`src/rtl/dma_controller.sv`:
```
`default_nettype none
// ============================================================================
// Module   : dma_controller
// Brief    : Memory-to-memory DMA engine, copies blocks in bursts through a
//            small internal buffer; two-beat command, done/err pulses.
// Revision : 1.0 - initial release
// ============================================================================
module dma_controller #(
    parameter int SZ        = 8,
    parameter int WSZ       = 8,
    parameter int BUF_DEPTH = 4
) (
    input  logic           clk,
    input  logic           rst,
    input  logic           cmd_valid,
    input  logic           cmd_w_notr,
    input  logic [SZ-1:0]  cmd_addr,
    input  logic [WSZ-1:0] cmd_data,
    output logic           bus_req,
    input  logic           bus_grant,
    output logic [SZ-1:0]  mem_addr,
    output logic           mem_re,
    output logic           mem_we,
    output logic [WSZ-1:0] mem_wdata,
    input  logic [WSZ-1:0] mem_rdata,
    output logic           busy,
    output logic           done_irq,
    output logic           err
);

    localparam int c_aw = $clog2(BUF_DEPTH);
    localparam int c_cw = c_aw + 1;

    localparam logic [SZ-1:0]   c_depth_sz = SZ'(BUF_DEPTH);
    localparam logic [c_cw-1:0] c_depth_cw = c_cw'(BUF_DEPTH);
    localparam logic [c_cw-1:0] c_cnt_one  = c_cw'(1);
    localparam logic [SZ-1:0]   c_addr_one = SZ'(1);
    localparam logic [SZ-1:0]   c_zero_sz  = '0;

    localparam logic [2:0] c_st_idle    = 3'd0;
    localparam logic [2:0] c_st_got_src = 3'd1;
    localparam logic [2:0] c_st_req     = 3'd2;
    localparam logic [2:0] c_st_rd      = 3'd3;
    localparam logic [2:0] c_st_wr      = 3'd4;
    localparam logic [2:0] c_st_done    = 3'd5;

    logic [2:0]      r_state;
    logic [SZ-1:0]   r_src;
    logic [SZ-1:0]   r_dst;
    logic [SZ-1:0]   r_remaining;
    logic [c_cw-1:0] r_issue_cnt;
    logic [c_cw-1:0] r_cap_cnt;
    logic [c_cw-1:0] r_wr_cnt;
    logic            r_rd_pend;
    logic            r_err;
    logic [WSZ-1:0]  r_buf [BUF_DEPTH];

    logic            w_beat;
    logic            w_beat_rejected;
    logic [c_cw-1:0] w_burst;
    logic            w_re;
    logic            w_we;
    logic            w_last_cap;
    logic            w_last_wr;
    logic [SZ-1:0]   w_remaining_after;

    assign w_beat          = cmd_valid & cmd_w_notr;
    assign w_beat_rejected = w_beat && (r_state == c_st_req || r_state == c_st_rd ||
                                        r_state == c_st_wr  || r_state == c_st_done);

    // Burst size always tracks what is left, so no separate burst register is needed.
    assign w_burst = (r_remaining >= c_depth_sz) ? c_depth_cw : r_remaining[c_cw-1:0];
    assign w_remaining_after = r_remaining - SZ'(w_burst);

    // Strobes are gated by the grant in the same cycle: losing the bus must
    // suppress the access immediately, not one cycle later.
    assign w_re = (r_state == c_st_rd) && bus_grant && (r_issue_cnt < w_burst);
    assign w_we = (r_state == c_st_wr) && bus_grant && (r_wr_cnt < w_burst);

    assign w_last_cap = r_rd_pend && (r_cap_cnt == (w_burst - c_cnt_one));
    assign w_last_wr  = w_we && (r_wr_cnt == (w_burst - c_cnt_one));

    always_ff @(posedge clk) begin
        if (rst) begin
            r_state     <= c_st_idle;
            r_src       <= '0;
            r_dst       <= '0;
            r_remaining <= '0;
            r_issue_cnt <= '0;
            r_cap_cnt   <= '0;
            r_wr_cnt    <= '0;
            r_rd_pend   <= 1'b0;
            r_err       <= 1'b0;
        end else begin
            r_err     <= w_beat_rejected;
            r_rd_pend <= w_re;
            case (r_state)
                c_st_idle: begin
                    if (w_beat) begin
                        r_src       <= cmd_addr;
                        r_remaining <= cmd_data[SZ-1:0];
                        r_state     <= c_st_got_src;
                    end
                end
                c_st_got_src: begin
                    if (w_beat) begin
                        r_dst   <= cmd_addr;
                        r_state <= (r_remaining == c_zero_sz) ? c_st_done : c_st_req;
                    end
                end
                c_st_req: begin
                    if (bus_grant) begin
                        r_issue_cnt <= '0;
                        r_cap_cnt   <= '0;
                        r_wr_cnt    <= '0;
                        r_state     <= c_st_rd;
                    end
                end
                c_st_rd: begin
                    if (w_re) begin
                        r_src       <= r_src + c_addr_one;
                        r_issue_cnt <= r_issue_cnt + c_cnt_one;
                    end
                    if (r_rd_pend) begin
                        r_cap_cnt <= r_cap_cnt + c_cnt_one;
                    end
                    if (w_last_cap) begin
                        r_wr_cnt <= '0;
                        r_state  <= c_st_wr;
                    end
                end
                c_st_wr: begin
                    if (w_we) begin
                        r_dst    <= r_dst + c_addr_one;
                        r_wr_cnt <= r_wr_cnt + c_cnt_one;
                    end
                    if (w_last_wr) begin
                        r_remaining <= w_remaining_after;
                        r_issue_cnt <= '0;
                        r_cap_cnt   <= '0;
                        r_state     <= (w_remaining_after == c_zero_sz) ? c_st_done : c_st_rd;
                    end
                end
                c_st_done: begin
                    r_state <= c_st_idle;
                end
                default: begin
                    r_state <= c_st_idle;
                end
            endcase
        end
    end

    // Buffer contents are don't-care after reset; only the pointers are cleared.
    always_ff @(posedge clk) begin
        if (r_rd_pend && (r_state == c_st_rd)) begin
            r_buf[r_cap_cnt[c_aw-1:0]] <= mem_rdata;
        end
    end

    assign bus_req   = (r_state == c_st_req) || (r_state == c_st_rd) || (r_state == c_st_wr);
    assign busy      = (r_state != c_st_idle) && (r_state != c_st_done);
    assign done_irq  = (r_state == c_st_done);
    assign err       = r_err;
    assign mem_re    = w_re;
    assign mem_we    = w_we;
    assign mem_addr  = w_re ? r_src : (w_we ? r_dst : '0);
    assign mem_wdata = w_we ? r_buf[r_wr_cnt[c_aw-1:0]] : '0;

endmodule
`default_nettype wire

```
`config.mk`:
```
export PLATFORM = sky130hd
export DESIGN_NAME = dma_controller
export DESIGN_NICKNAME = d
export VERILOG_FILES = /design/src/rtl/dma_controller.sv
export SDC_FILE = /design/constraint.sdc
export NUM_CORES = 1
export LEC_CHECK = 0
export CAP_MARGIN = 20
export CORE_ASPECT_RATIO = 1.5
export CORE_UTILIZATION = 45
export DETAILED_ROUTE_END_ITERATION = 16
export HOLD_SLACK_MARGIN = 0.12
export PLACE_DENSITY = 0.67
export RECOVER_POWER = 100
export SKIP_LAST_GASP = 1
export SLEW_MARGIN = 15
export SYNTH_ARGS = -nofsm -noshare
export SYNTH_HDL_FRONTEND = slang
export SYNTH_SLANG_ARGS = --single-unit
```
`constraint.sdc`:
```
create_clock -name clk -period 6.4 [get_ports clk]
set_input_delay 0.64 -clock clk [delete_from_list [all_inputs] [get_ports clk]]
set_output_delay 0.64 -clock clk [all_outputs]
set_load 0.01 [all_outputs]
```
==> results of run 1 <==
registers in the layout (all words and copies together) (netlist names), named ones only:
name	flops
r_rd_pend	1
r_issue_cnt	3
r_remaining	8
r_cap_cnt	3
r_src	8
err	1
r_buf	32
r_wr_cnt	3
r_dst	8
r_state	3
tightest hold or removal path: cells and delay by family (launching register included):
| kind | cells | cell delay, ps |
|---|---|---|
| AOI/OAI and AO/OA | 1 | 60 |
| DFF | 1 | 330 |
| and+or+nand+nor | 1 | 60 |
layout by cell type, fill, tap and decap left out, drive strengths merged, types with 13 or more instances in the layout:
| cell | synthesis | layout |
|---|---|---|
| clkdlybuf4s50 | 0 | 21 |
| ha | 15 | 15 |
| nand2 | 45 | 45 |
| dlygate4sd3 | 0 | 29 |
| nor2 | 25 | 25 |
| nand3 | 13 | 13 |
| edfxtp | 32 | 32 |
| dfxtp | 40 | 40 |
| a21oi | 26 | 26 |
| and3 | 16 | 16 |
| o21ai | 21 | 21 |
| nor3 | 19 | 19 |
final cells by class:
class | instances | share of cell area, %
Clock buffer | 9 | 4.63
Clock inverter | 7 | 0.797
Inverter | 10 | 0.772
Multi-Input combinational cell | 315 | 43.9
Sequential cell | 72 | 36.2
Tap cell | 110 | 2.83
Timing Repair Buffer | 55 | 10.9
layer usage:
layer	vias to the layer above	part of all wire, %	global-route usage [%]
met4	0	4.8	18.1
met1	1707	37	25.2
li1	1716	-	-
met2	123	53	45.1
met5	-	0	0
met3	34	4.7	4.14
path summary, 6_finish.rpt:
path | start | to | slack (ps) | depth (start not counted)
setup / recovery | r_remaining[2] | mem_addr[2] | 1660 | 9
hold reg to reg | r_issue_cnt[1] | r_issue_cnt[1] | 500 | 2
hold / removal | r_issue_cnt[1] | r_issue_cnt[1] | 500 | 2
setup reg to reg | r_remaining[2] | flop | 2550 | 9
power by group:
| part | switching (mW) | internal, mW |
|---|---|---|
| sequential | 0.0531 | 0.503 |
| clock | 0.189 | 0.258 |
| combinational | 0.190 | 0.134 |
| total | 0.432 | 0.895 |
kinds of logic after synthesis:
family	synth area share, %
AO/OA/AOI/OAI	21.8
XOR/XNOR	1.06
adder cells (fa/ha/maj)	4.55
buffers and inverters	4.58
flip-flops	42.7
multiplexers	5.09
other	0.0909
AND/OR/NAND/NOR	20.1
cells in the mapped netlist, types with 3 or more instances:
cell / n
o32ai_1: 5
nor4_1: 7
a211oi_1: 11
clkbuf_1: 26
a311oi_1: 5
a221oi_1: 3
dfxtp_1: 40
a22o_1: 8
buf_2: 4
o31ai_1: 9
mux2i_1: 3
nand3_1: 13
nand3b_1: 4
nand2_1: 45
o21ai_0: 20
o21a_1: 4
nor2_1: 25
xnor2_1: 3
ha_1: 15
inv_1: 10
or3_1: 4
edfxtp_1: 32
nor2b_1: 5
and3_1: 16
a21oi_1: 26
nand4_1: 4
a31oi_1: 6
nor3_1: 18
buf_1: 3
mux4_2: 8
through the flow:
step / utilization, % / hold slack, ps / setup WS [ps]
floorplan: - / 455 / 2850
global placement: 52.4 / 482 / 2400
detailed placement: 52.4 / 492 / 2240
CTS: 55.4 / 504 / 1860
global route: 54.8 / 522 / 1400
finish: 54.8 / 503 / 1660
==> metrics.txt, run 1 <==
Relative slew margins=-18.2%; Total Routing Usage GR=25.0%; largest net degree at the start of global routing=38; DR pass1 iterations=4; most frequent cell on the critical path=nor2_1; count of cell types in the netlist=62; TritonCTS clock tree=yes; share of post-route cells with drive strength above 1=7.48%; die span in y=119 µm; Area after DPL=4660 µm²; Tcrit/Tclk final=74.1%; critical path, cell by cell=or4_1 > nor2_1 > nand2_1 > ha_1 > nand3b_1 > nand3_1 > nor2_1 > a22o_1 > dlygate4sd3_1; syn_nets=476; vias in the first global route=3566; kind of critical path=reg2out; Starting Density=46.5%; crit-path max FO=15; Longest Clk Path Bufs=2; syn avg cell area=9.55 µm²; I/O pins=51; drc violations=0; worst slew pin tran=1770 ps; layout net count=507; Row Count=42; Leak=1.79 nW; Critical Path AT=4100 ps; Final ANT Viol Nets=0; via count=3580; EDFF count, synth=32; Worst-Skew Late Latency=340 ps; Max Fclk=211 MHz; Routability Congestion=0.865; dominant synthesized flop cell=dfxtp_1; unrepaired setup endpoints after global routing=false; CP Capture Type=output pin; detailed placer's ending HPWL=8.01 mm; slowest stage cell, crit path=or4_1; Setup TNS Final=0 ps; Hold-fix buffers, CTS=0; total CTS buffers=9; slowest stage delay, CP=840 ps; Fill cells=809; total core area=8880 µm²; diode count=0; clock-pin slew on the worst setup and hold paths=60 ps; post-cts resize count=0; max-cap violations=1; Post-CTS Setup Bufs=0; Slew Limit Fails=38; first-pass GRT wire length=17.8 mm; register bit total from synthesis=72; area leader, netlist=edfxtp_1; Synth top area share=23.3%; VDD IR max=0.150 mV; Final Non-Filler Cells=578; status=finished, violations left; Syn-to-layout area delta=17.9%; H-tree depth=3; final WL=11.1 mm; register area=1760 µm²; 1st-iter DRT viols=241; WP buf/inv=1; Final Skew=8.55 ps; Req. time, crit path=5760 ps; die width=80.2 µm; HP Class=reg2reg; final number of setup-violating endpoints=0; CTS root buf=clkbuf_16; CTS sink count=72; total power=1.33 mW; failing checks=capacitance limit, slew limit; Post-Syn Area=4130 µm²; Overflow after GRT=0; dpl cells=562; delay-heaviest family, CP=simple AND/OR/NAND/NOR gates; initial antenna violation count=0; Synth Instances=432; post-synthesis sequential area ratio=42.7%; Finished Cell Area=4860 µm²; total die area=9560 µm²; vias per inst=6.19; Hold Vio Cnt, Final=0; multi-input logic area=2130 µm²; PwrDens=273 nW/µm²; ranking of synthesized cells by area=edfxtp_1 23%, dfxtp_1 19%, ha_1 4.5%; crit start category=flop; crit path time final=4740 ps; Routed wire per std cell=19.2 µm; number of I/O port buffers=50; Post-synth ARST share=0%; Synth Warn #=0
(Power assumes the default switching activity.)
==> inputs of run 2 (changes only) <==
PLACE_DENSITY = 0.69   (was 0.67)
clock period = 4.1 ns   (was 6.4 ns; I/O delays follow)
==> run 2 against run 1 <==
Against the previous run:
- cell area is 2.3% higher
- sequential cell count stayed put
- global-route usage is 0.22 points lower
- register-to-register slack worse by 2100 ps
- core utilization is 1.3 points higher
- first-iteration DRC count is 29% lower
- clock skew is 1.6 ps lower
- highest routed layer unchanged
- non-clock buffer count is 6 higher
- largest cell class unchanged
- clock-buffer cell count is 1 higher
- hold slack better by 13 ps
- the flow still finishes with violations (capacitance limit, slew limit)
- total power is 67% higher
- setup slack worse by 1400 ps
==> metrics.txt, run 2 (same netlist as run 1, synthesis figures left out) <==
unrepaired setup endpoints after global routing=false; H-tree depth=3 (unchanged); I/O pins=51 (unchanged); Critical Path AT=3460 ps (-640 ps); Final Skew=6.94 ps (-1.61 ps); Routed wire per std cell=19.3 µm (+0.21%); total CTS buffers=9 (unchanged); Tcrit/Tclk final=94.5%; total die area=9560 µm² (unchanged); WP buf/inv=3 (+2); kind of critical path=reg2out; drc violations=0 (unchanged); Hold Vio Cnt, Final=0 (unchanged); Final ANT Viol Nets=0 (unchanged); Final Non-Filler Cells=584 (+1.0%); Routability Congestion=0.860 (-0.64%); Relative slew margins=-17.4% (+0.74 points); final setup margin=227 ps (-1430 ps); TritonCTS clock tree=yes; slowest stage cell, crit path=or4_4; vias per inst=6.21 (+0.27%); DP Worst Slack=442 ps (-1800 ps); 1st-iter DRT viols=172 (-29%); detailed placer's ending HPWL=8.21 mm (+2.4%); dpl cells=566 (+0.71%); commonest non-fill, non-tap cell in the layout=nand2_1; initial antenna violation count=0 (unchanged); crit start category=flop; cell depth of the worst setup path=8 (-1); delay-heaviest family, CP=simple AND/OR/NAND/NOR gates; layout net count=513 (+1.2%); final number of setup-violating endpoints=0 (unchanged); CTS sink count=72 (unchanged); max-cap violations=1 (unchanged); Overflow after GRT=0 (unchanged); failing checks=capacitance limit, slew limit; VDD IR max=0.333 mV (+120%); Req. time, crit path=3690 ps (-2070 ps); total core area=8880 µm² (unchanged); status=finished, violations left; die span in y=119 µm (unchanged); PwrDens=446 nW/µm² (+63%); vias in the first global route=3617 (+1.4%); share of post-route cells with drive strength above 1=9.07% (+1.6 points); number of I/O port buffers=50 (unchanged); Longest Clk Path Bufs=2 (unchanged); DR pass1 iterations=4 (unchanged); critical path, cell by cell=or4_4 > nor2_2 > ha_1 > a211oi_1 > nand3_1 > clkinvlp_4 > buf_4 > dlygate4sd3_1; die width=80.2 µm (unchanged); Starting Density=46.5% (unchanged); clock-pin slew on the worst setup and hold paths=60 ps (about the same); Syn-to-layout area delta=20.6%; Slew Limit Fails=38 (unchanged); largest net degree at the start of global routing=38 (unchanged); most frequent cells in the layout=45 x nand2_1, 40 x dfxtp_1, 32 x edfxtp_1; Row Count=42 (unchanged); crit path time final=3870 ps; first-pass GRT wire length=17.8 mm (+0.51%); diode count=0 (unchanged); Max Fclk=258 MHz; crit-path max FO=15 (unchanged); Total Routing Usage GR=24.8% (-0.22 points); via count=3627 (+1.3%); Reg2Reg Depth=9 (unchanged); Leak=1.79 nW (-0.15%); max FFs per register=32 (unchanged); final WL=11.2 mm (+1.3%); Hold-fix buffers, CTS=0 (unchanged); total power=2.22 mW (+67%); HP Class=reg2reg; CP Capture Type=output pin; hold path depth=2 (unchanged); Worst-Skew Late Latency=340 ps (about the same); CTS root buf=clkbuf_16; slowest stage delay, CP=680 ps (-160 ps); Setup TNS Final=0 ps (unchanged); worst slew pin tran=1760 ps (-11.1 ps)
run 2: cell types whose count changed in the layout (fill, tap and decap cells not counted), sizes merged:
cell	delta
buf	+4
bufinv	+2
clkbuf	+3
clkdlybuf4s50	+9
clkinv	-4
clkinvlp	+2
dlygate4sd3	-9
inv	-1
run 2: cell type report:
type                            instances  area (µm²)
Fill cell                             767        3900
Clock buffer                           10         229
Timing Repair Buffer                   61         568
Tap cell                              110         138
Inverter                               10        41.3
Clock inverter                          6        83.8
Multi-Input combinational cell        315        2160
Sequential cell                        72        1760
run 2: repair_timing:
action	CTS	global route
endpoints found under the setup margin	0	9
setup buffers	0	2
gates resized for setup	0	2
run 2: final timing paths:
check | start | end | slack, ps
setup / recovery | r_remaining[3] | mem_re | 230
hold / removal | r_src[7] | r_src[7] | 520
setup reg to reg | r_remaining[3] | r_issue_cnt[0] | 440
hold reg to reg | r_src[7] | r_src[7] | 520
run 2: worst min-delay path: stages, from the launching register on:
cell	delay, ps
dfxtp_1	340
o31ai_1	70
a21oi_1	60
run 2: metrics by stage:
step	util (%)	instance area [µm²]	hold WS, ps
detailed placement	52.8	4690	502
finish	56.1	4980	515
CTS	56.3	5000	512
global route	56.1	4980	543
floorplan	-	4130	455
global placement	52.8	4690	505
run 2: routing by layer:
layer	global-route usage (%)	wire length [µm]	vias up
met2	43.8	6010	115
met4	17.7	520	0
li1	-	-	1729
met3	3.45	449	32
met1	26.3	4270	1751
met5	0	0	-
run 2: where the power goes:
| group | internal, mW | leakage, nW | switching, mW |
|---|---|---|---|
| registers | 0.785 | 0.612 | 0.0747 |
| logic | 0.220 | 1.03 | 0.310 |
| clock network | 0.529 | 0.146 | 0.298 |
| total | 1.53 | 1.79 | 0.683 |
